**src/rtl/pe_data_fetch_unit.sv**
```systemverilog
// Memory-side fetch/store responder between the CU/PE array and a single-port data memory.
// Optional macro PE_FETCH_LANE_CLEAR_EN zeroes unselected lanes when a fetch is accepted.
module pe_data_fetch_unit #(
  parameter int unsigned   AW      = 6,
  parameter int unsigned   DW      = 32,
  parameter logic [AW-1:0] WR_BASE = AW'(32)
) (
  input  logic                 CLK,
  input  logic                 RST,
  input  logic                 ADDR_START,
  input  logic                 ADDR_RST,
  input  logic [3:0]           ADDRESS,
  input  logic [1:0]           PE_SEL,
  input  logic                 PE_SEL_2x2,
  input  logic                 PE_SEL_4,
  output logic                 FETCH_DONE,
  output logic [3:0][DW-1:0]   DATA_TO_PE,
  output logic [3:0]           LANE_VALID,
  input  logic                 WRADDR_START,
  input  logic [3:0][DW-1:0]   PE_RESULT,
  output logic                 STORE_DONE,
  output logic [AW-1:0]        MEM_ADDR,
  output logic                 MEM_RD_EN,
  input  logic [DW-1:0]        MEM_RDATA,
  output logic                 MEM_WR_EN,
  output logic [DW-1:0]        MEM_WDATA
);

  localparam logic [2:0] StIdle   = 3'd0;
  localparam logic [2:0] StRd     = 3'd1;
  localparam logic [2:0] StRdTail = 3'd2;
  localparam logic [2:0] StFDone  = 3'd3;
  localparam logic [2:0] StWr     = 3'd4;
  localparam logic [2:0] StSDone  = 3'd5;

  logic [2:0]          state_q, state_d;
  logic [1:0]          cnt_q, cnt_d;
  logic [AW-1:0]       rbase_q, rbase_d;
  logic [AW-1:0]       wbase_q, wbase_d;
  logic [AW-1:0]       wptr_q, wptr_d;
  logic [3:0]          mask_q, mask_d;
  logic [3:0][DW-1:0]  snap_q, snap_d;
  logic [3:0][DW-1:0]  data_q, data_d;
  logic [3:0]          lv_q, lv_d;
  logic                rd_vld_q;
  logic [3:0]          sel_mask;
  logic                rd_en, wr_en;
  logic                fetch_acc;

  always_comb begin
    if (PE_SEL_4) begin
      sel_mask = 4'b1111;
    end else if (PE_SEL_2x2) begin
      sel_mask = PE_SEL[1] ? 4'b1100 : 4'b0011;
    end else begin
      sel_mask = 4'b0001 << PE_SEL;
    end
  end

  assign fetch_acc = (state_q == StIdle) && ADDR_START;

  always_comb begin
    state_d = state_q;
    cnt_d   = cnt_q;
    rbase_d = rbase_q;
    wbase_d = wbase_q;
    wptr_d  = wptr_q;
    mask_d  = mask_q;
    snap_d  = snap_q;
    case (state_q)
      StIdle: begin
        cnt_d = '0;
        if (ADDR_START) begin
          state_d = StRd;
          rbase_d = AW'({ADDRESS, 2'b00});
          mask_d  = sel_mask;
        end else if (WRADDR_START) begin
          state_d = StWr;
          wbase_d = wptr_q;
          snap_d  = PE_RESULT;
        end
      end
      StRd: begin
        cnt_d = cnt_q + 2'd1;
        if (cnt_q == 2'd3) state_d = StRdTail;
      end
      StRdTail: begin
        // Two cycles let the last read word land in DATA_TO_PE before FETCH_DONE.
        cnt_d = cnt_q + 2'd1;
        if (cnt_q == 2'd1) begin
          state_d = StFDone;
          cnt_d   = '0;
        end
      end
      StFDone: begin
        if (!ADDR_START) state_d = StIdle;
      end
      StWr: begin
        cnt_d = cnt_q + 2'd1;
        if (cnt_q == 2'd3) begin
          state_d = StSDone;
          wptr_d  = wptr_q + AW'(4);
        end
      end
      StSDone: begin
        if (!WRADDR_START) state_d = StIdle;
      end
      default: state_d = StIdle;
    endcase
    if (ADDR_RST) wptr_d = WR_BASE;
  end

  // Read data arrives one cycle after the strobe and is registered once more into the lanes.
  always_comb begin
    data_d = data_q;
    lv_d   = '0;
    if (rd_vld_q) begin
      lv_d = mask_q;
      for (int l = 0; l < 4; l++) begin
        if (mask_q[l]) data_d[l] = MEM_RDATA;
      end
    end
`ifdef PE_FETCH_LANE_CLEAR_EN
    if (fetch_acc) begin
      for (int l = 0; l < 4; l++) begin
        if (!sel_mask[l]) data_d[l] = '0;
      end
    end
`endif
  end

  always_ff @(posedge CLK) begin
    if (RST) begin
      state_q  <= StIdle;
      cnt_q    <= '0;
      rbase_q  <= '0;
      wbase_q  <= '0;
      wptr_q   <= WR_BASE;
      mask_q   <= '0;
      snap_q   <= '0;
      data_q   <= '0;
      lv_q     <= '0;
      rd_vld_q <= 1'b0;
    end else begin
      state_q  <= state_d;
      cnt_q    <= cnt_d;
      rbase_q  <= rbase_d;
      wbase_q  <= wbase_d;
      wptr_q   <= wptr_d;
      mask_q   <= mask_d;
      snap_q   <= snap_d;
      data_q   <= data_d;
      lv_q     <= lv_d;
      rd_vld_q <= rd_en;
    end
  end

  assign rd_en = (state_q == StRd);
  assign wr_en = (state_q == StWr);

  always_comb begin
    MEM_ADDR  = '0;
    MEM_WDATA = '0;
    if (rd_en) begin
      MEM_ADDR = rbase_q + AW'(cnt_q);
    end else if (wr_en) begin
      MEM_ADDR  = wbase_q + AW'(cnt_q);
      MEM_WDATA = snap_q[cnt_q];
    end
  end

  assign MEM_RD_EN  = rd_en;
  assign MEM_WR_EN  = wr_en;
  assign FETCH_DONE = (state_q == StFDone);
  assign STORE_DONE = (state_q == StSDone);
  assign DATA_TO_PE = data_q;
  assign LANE_VALID = lv_q;

endmodule

```
**config.mk**
```make
export PLATFORM = sky130hd
export DESIGN_NAME = pe_data_fetch_unit
export DESIGN_NICKNAME = d
export VERILOG_FILES = /design/src/rtl/pe_data_fetch_unit.sv
export SDC_FILE = /design/constraint.sdc
export NUM_CORES = 1
export LEC_CHECK = 0
export ABC_AREA = 1
export BUFFER_PORTS_ARGS = -buffer_cell sky130_fd_sc_hd__buf_2
export CORE_ASPECT_RATIO = 0.8
export CORE_UTILIZATION = 45
export CTS_CLUSTER_DIAMETER = 80
export DETAILED_ROUTE_END_ITERATION = 6
export PLACE_DENSITY_LB_ADDON = 0.1
export SLEW_MARGIN = 20
export SYNTH_ARGS = -nofsm -noshare
export SYNTH_HDL_FRONTEND = slang
export SYNTH_SLANG_ARGS = --single-unit
```
**constraint.sdc**
```tcl
create_clock -name CLK -period 3 [get_ports CLK]
set_clock_uncertainty 0.15 [all_clocks]
set_input_delay 0.15 -clock CLK [delete_from_list [all_inputs] [get_ports CLK]]
set_output_delay 0.15 -clock CLK [all_outputs]
set_load 0.03 [all_outputs]
```
==> results of run 1 <==
-- cells by family (layout without fill, tap and decap cells) --
family	Yosys count	in the layout	synth area share, %
AO/OA/AOI/OAI	389	389	17.7
flip-flops	282	282	51.2
buffers and inverters	139	628	5.63
other	0	2	0
AND/OR/NAND/NOR	718	718	24.9
adder cells (fa/ha/maj)	4	4	0.454
XOR/XNOR	2	2	0.159
-- worst paths after layout --
check | cells after the start | from | slack, ns | endpoint
max | 6 | state_q[1] | 0.27 | MEM_ADDR[2]
min | 6 | WRADDR_START | 0.03 | state_q[0]
max reg2reg | 7 | state_q[1] | 0.45 | mask_q[3]
min reg2reg | 2 | rbase_q[5] | 0.31 | rbase_q[5]
-- Yosys cell counts --
cell      number
a21oi_1       45
a31oi_1        1
buf_1          4
buf_2         10
buf_4          1
buf_6         11
clkbuf_1      83
clkinv_1       2
dfxtp_1      282
ha_1           4
inv_1         26
inv_2          2
nand2_1       26
nand2_2        2
nand3_1       14
nand4_1        3
nor2_1       669
nor2_4         1
nor3_1         2
nor3_4         1
o21ai_0      343
xnor2_1        1
xor2_1         1
-- worst register-to-register path, cell delays in order (launching register included) --
cell and delay, ns:
dfxtp_1 0.42, nor2_4 0.18, nand2_2 0.09, nor2_1 0.37, inv_1 0.24, nor2_1 0.31, a21oi_1 0.11, dlygate4sd3_1 0.57
-- where the power goes --
part | leakage (µW) | internal [µW] | switching (µW)
Sequential | 0.00229 | 4200 | 240
Combinational | 0.00441 | 931 | 1910
Clock | 0.000473 | 2100 | 1480
Total | 0.00718 | 7240 | 3640
-- state kept, by name, indices dropped and copies added, names as in the netlist --
name and cells:
DATA_TO_PE 128, snap_q 128, LANE_VALID 4, mask_q 4
rbase_q 4, wbase_q 4, wptr_q 4, state_q 3
cnt_q 2, rd_vld_q 1
-- routing by layer --
layer	vias to the layer above	GRT usage (%)	part of all wire, %
li1	5866	-	-
met1	5374	36.5	44
met2	478	44.2	45
met3	98	5.10	6.9
met4	0	11.0	3.9
met5	-	0	0
-- stage by stage --
stage                     worst slack [ns]  instance area, µm²  util, %  cells  total power [µW]
after floorplan                       1.04               11000        -   1534              6370
after global placement               0.950               12800     54.1   2106              7110
after detailed placement             0.895               12800     54.1   2106              7140
after CTS                            0.325               15500     65.5   2335             10900
after global routing                 0.124               15500     65.5   2335             11500
final                                0.272               15500     65.6   2337             10900
-- repair_timing --
action | in CTS | in global routing
endpoints found under the setup margin | 0 | 0
gates resized for setup | 0 | 0
hold buffers | 175 | 0
endpoints found under the hold margin | 274 | 0
-- layout make-up --
cell class,instances,area (µm²)
clock buffer,42,835
timing repair buffer,544,3670
antenna,2,5.00
fill,2133,8170
clock inverter,12,116
tap,312,390
inverter,30,120
multi-input combinational,1113,4760
sequential,282,5650
==> reports/results.ini, run 1 <==
[synthesis]
ys_top_cells_by_area = dfxtp_1, nor2_1, o21ai_0
ys_seq_area_share_pct = 51.2
syn_area_um2 = 11000
yosysUniqueCellTypes = 23
synthCells = 1534
yosysTopAreaCell = dfxtp_1
synth_top_area_share_pct = 51.2
ys.warnings.count = 0
ys_ff_latch = 282
syn_nets = 1711
synth_area_per_cell_um2 = 7.19

[sta]
finalCritPeriodShare_pct = 90.9
worstMarginPinSlew_ns = 0.980
grt_setup_unrepaired = no
finalSetupTns_ns = 0
holdWs_ns = 0.0306
min_period_ns = 2.73
slew_viol_final = 0
max_freq_mhz = 367
setup-violations-final = 0
max_slew_margin_pct = 34.6
hold_viol_final = 0

[floorplanning]
die_area_um2 = 25100
ios = 347
start_util_pct = 46.5
fp.dieW_um = 177
core_area_um2 = 23700
die_h_um = 142
rows = 50

[cts]
cts_buffers = 29
cts_buffer_depth = 3
post_cts_buffers = 0
root_buffer = clkbuf_16
tritoncts = yes
cts_max_level = 1
clk_pin_slew_ns = 0.07
clk_latency_ns = 0.53
numClockSinks = 282

[worst_setup_path]
critPathSlowestCell = dfxtp_1
path_max_fanout = 22
crit_path_end_kind = output port
cp_num_buf_inv = 2
required_ns = 2.70
crit_type = register to output port
cp_data_arrival_time_ns = 2.43
cp_top_family = simple AND/OR/NAND/NOR gates
cp-start-kind = register
cp_cell_sequence = nor2_4 -> nand2_2 -> clkinv_1 -> nand2_1 -> o21ai_0 -> buf_2
max_stage_delay_ns = 0.54

[detailed_routing]
wl_per_cell_um = 15.3
totalWireLength_um = 35800
via_per_inst = 5.06
first_pass_iters = 4
drtAntennaViolNets = 0
via_count = 11816
drc_errors = 0
drt_iter0_markers = 1013

[place]
post-dp-hpwl_um = 22000
io_buffers = 346
gp_congestion = 0.880

[hold_path]
hold_path_class = primary input to register

[finish]
syn_to_final_growth_pct = 40.9
layout.nets = 2177
most-common-layout-cells = nor2_1, buf_2, o21ai_0, dfxtp_1, dlygate4sd3_1
layout-drive-gt1-share_pct = 21.0
final_common_cell = nor2_1

[pwr]
vdd_drop_max_mv = 0.509
powerDensity_nw_per_um2 = 699
p_leak_uw = 0.00718

[run]
drv_cap = 0

[grt]
grt_max_degree = 127
grt_pass1_wl_um = 56000
grt.total_usage_pct = 27.5
overflow = 0
antenna_found_initial = 0
grt_pass1_vias = 10971

[outcome]
outcome = finished, final reports clean

No activity file was read; power rests on OpenSTA's default activity.
==> run 2: changes to the inputs <==
- REMOVE_ABC_BUFFERS: not set -> 1
==> reports/results.ini, run 2 (synthesized netlist as in run 1, its figures left out) <==
[run]
drv_cap = 0  ; unchanged

[sta]
min_period_ns = 2.56  ; -0.172 ns
slew_viol_final = 0  ; unchanged
max_slew_margin_pct = 51.8  ; +17 points
worst_slack_ns = 0.444  ; +0.172 ns
holdWs_ns = 0.0357  ; +0.00507 ns
grt_setup_unrepaired = no
finalSetupTns_ns = 0  ; unchanged
max_freq_mhz = 391  ; +6.7%
worstMarginPinSlew_ns = 0.723  ; -0.258 ns
setup-violations-final = 0  ; unchanged
hold_viol_final = 0  ; unchanged
finalCritPeriodShare_pct = 85.2  ; -5.7 points

[cts]
cts_max_level = 1  ; unchanged
root_buffer = clkbuf_16
hold_buffers = 176  ; +0.57%
numClockSinks = 282  ; unchanged
clk_latency_ns = 0.54  ; about the same
cts_buffer_depth = 3  ; unchanged
ctsResizeCount = 0  ; unchanged
cts_buffers = 29  ; unchanged
clk_pin_slew_ns = 0.06  ; about the same
tritoncts = yes
post_cts_buffers = 0  ; unchanged

[detailed_routing]
totalWireLength_um = 34800  ; -2.8%
first_pass_iters = 5  ; +1
drtAntennaViolNets = 0  ; unchanged
via_count = 11669  ; -1.2%
via_per_inst = 5.00  ; -1.1%
drt_iter0_markers = 769  ; -24%
drc_errors = 0  ; unchanged
wl_per_cell_um = 14.9  ; -2.7%

[worst_setup_path]
required_ns = 2.70  ; about the same
cp_data_arrival_time_ns = 2.26  ; -0.17 ns
r2r-end = mask_q[3]
rr_worst_depth = 7  ; unchanged
r2r_slack_ns = 0.50  ; +0.05 ns
crit_path_end_kind = output port
r2r_start = state_q[1]
cp-start-kind = register
crit_type = register to output port
path_max_fanout = 46  ; +110%

[finish]
layout-drive-gt1-share_pct = 21.2  ; +0.17 points
syn_to_final_growth_pct = 41.1
most-common-layout-cells = nor2_1, buf_2, o21ai_0, dfxtp_1, dlygate4sd3_1
layout.nets = 2179  ; +0.092%
final_common_cell = nor2_1

[floorplanning]
die_area_um2 = 25100  ; unchanged
start_util_pct = 46.5  ; unchanged
ios = 347  ; unchanged
die_h_um = 142  ; unchanged
rows = 50  ; unchanged
core_area_um2 = 23700  ; unchanged
fp.dieW_um = 177  ; unchanged

[pwr]
vdd_drop_max_mv = 0.415  ; -18%
p_leak_uw = 0.00719  ; +0.20%
powerDensity_nw_per_um2 = 698  ; -0.26%
power_uw = 10900  ; -0.13%

[grt]
overflow = 0  ; unchanged
grt_pass1_wl_um = 55800  ; -0.49%
grt.total_usage_pct = 27.0  ; -0.53 points
grt_pass1_vias = 11104  ; +1.2%
grt_max_degree = 113  ; -11%
antenna_found_initial = 1  ; +1

[hold_path]
holdPathEnd = state_q[2]
min-delay-start = ADDR_START
whs_path_depth = 6  ; unchanged
hold_path_class = primary input to register

[place]
gp_congestion = 0.860  ; -2.3%
io_buffers = 346  ; unchanged
post-dp-hpwl_um = 20500  ; -6.8%
dp_slack_ns = 0.943  ; +0.0486 ns

[outcome]
outcome = finished, final reports clean

[run 2: area by class of cell]
cell class / instances / area [µm²]
Clock buffer: 38 / 830
Timing Repair Buffer: 546 / 3700
Inverter: 30 / 120
Tap cell: 312 / 390
Clock inverter: 12 / 113
Sequential cell: 282 / 5650
Antenna cell: 1 / 2.50
Multi-Input combinational cell: 1113 / 4760
Fill cell: 2136 / 8150
[run 2: power breakdown]
| part | switching, µW | internal (µW) | total (µW) |
|---|---|---|---|
| Clock | 1490 | 2100 | 3590 |
| Combinational | 1840 | 945 | 2780 |
| Sequential | 285 | 4210 | 4490 |
[run 2: critical path: stages, from the launching register on]
cell     delay (ns)
dfxtp_2        0.60
inv_2          0.28
buf_12         0.26
o21ai_0        0.25
a21oi_1        0.12
buf_2          0.20
[run 2: per-layer routing]
metal	share of wire [%]	track usage, %	vias up
met2	46	44.8	363
met3	6.0	4.67	78
met5	0	0	-
met1	45	35.5	5362
li1	-	-	5866
met4	3.1	8.89	0
[run 2: through the flow]
stage | cells | util (%) | cell area, µm²
2_1_floorplan | 1425 | - | 10500
3_3_place_gp | 2107 | 54.2 | 12900
3_5_place_dp | 2107 | 54.2 | 12900
4_1_cts | 2333 | 65.6 | 15600
5_1_grt | 2334 | 65.6 | 15600
6_report | 2334 | 65.6 | 15600
[run 2: how the worst max path moves through the flow]
| stage | cells past startpoint | end | slack (ns) | start |
|---|---|---|---|---|
| 2_1_floorplan | 6 | snap_q[0] | -1.23 | state_q[0] |
| 3_3_place_gp | 6 | snap_q[49] | 0.97 | state_q[1] |
| 3_5_place_dp | 6 | snap_q[58] | 0.94 | state_q[1] |
| 4_1_cts | 6 | MEM_WDATA[1] | 0.49 | cnt_q[0] |
| 5_1_grt | 6 | MEM_WDATA[2] | 0.28 | cnt_q[0] |
| 6_report | 5 | MEM_WDATA[25] | 0.44 | cnt_q[0] |
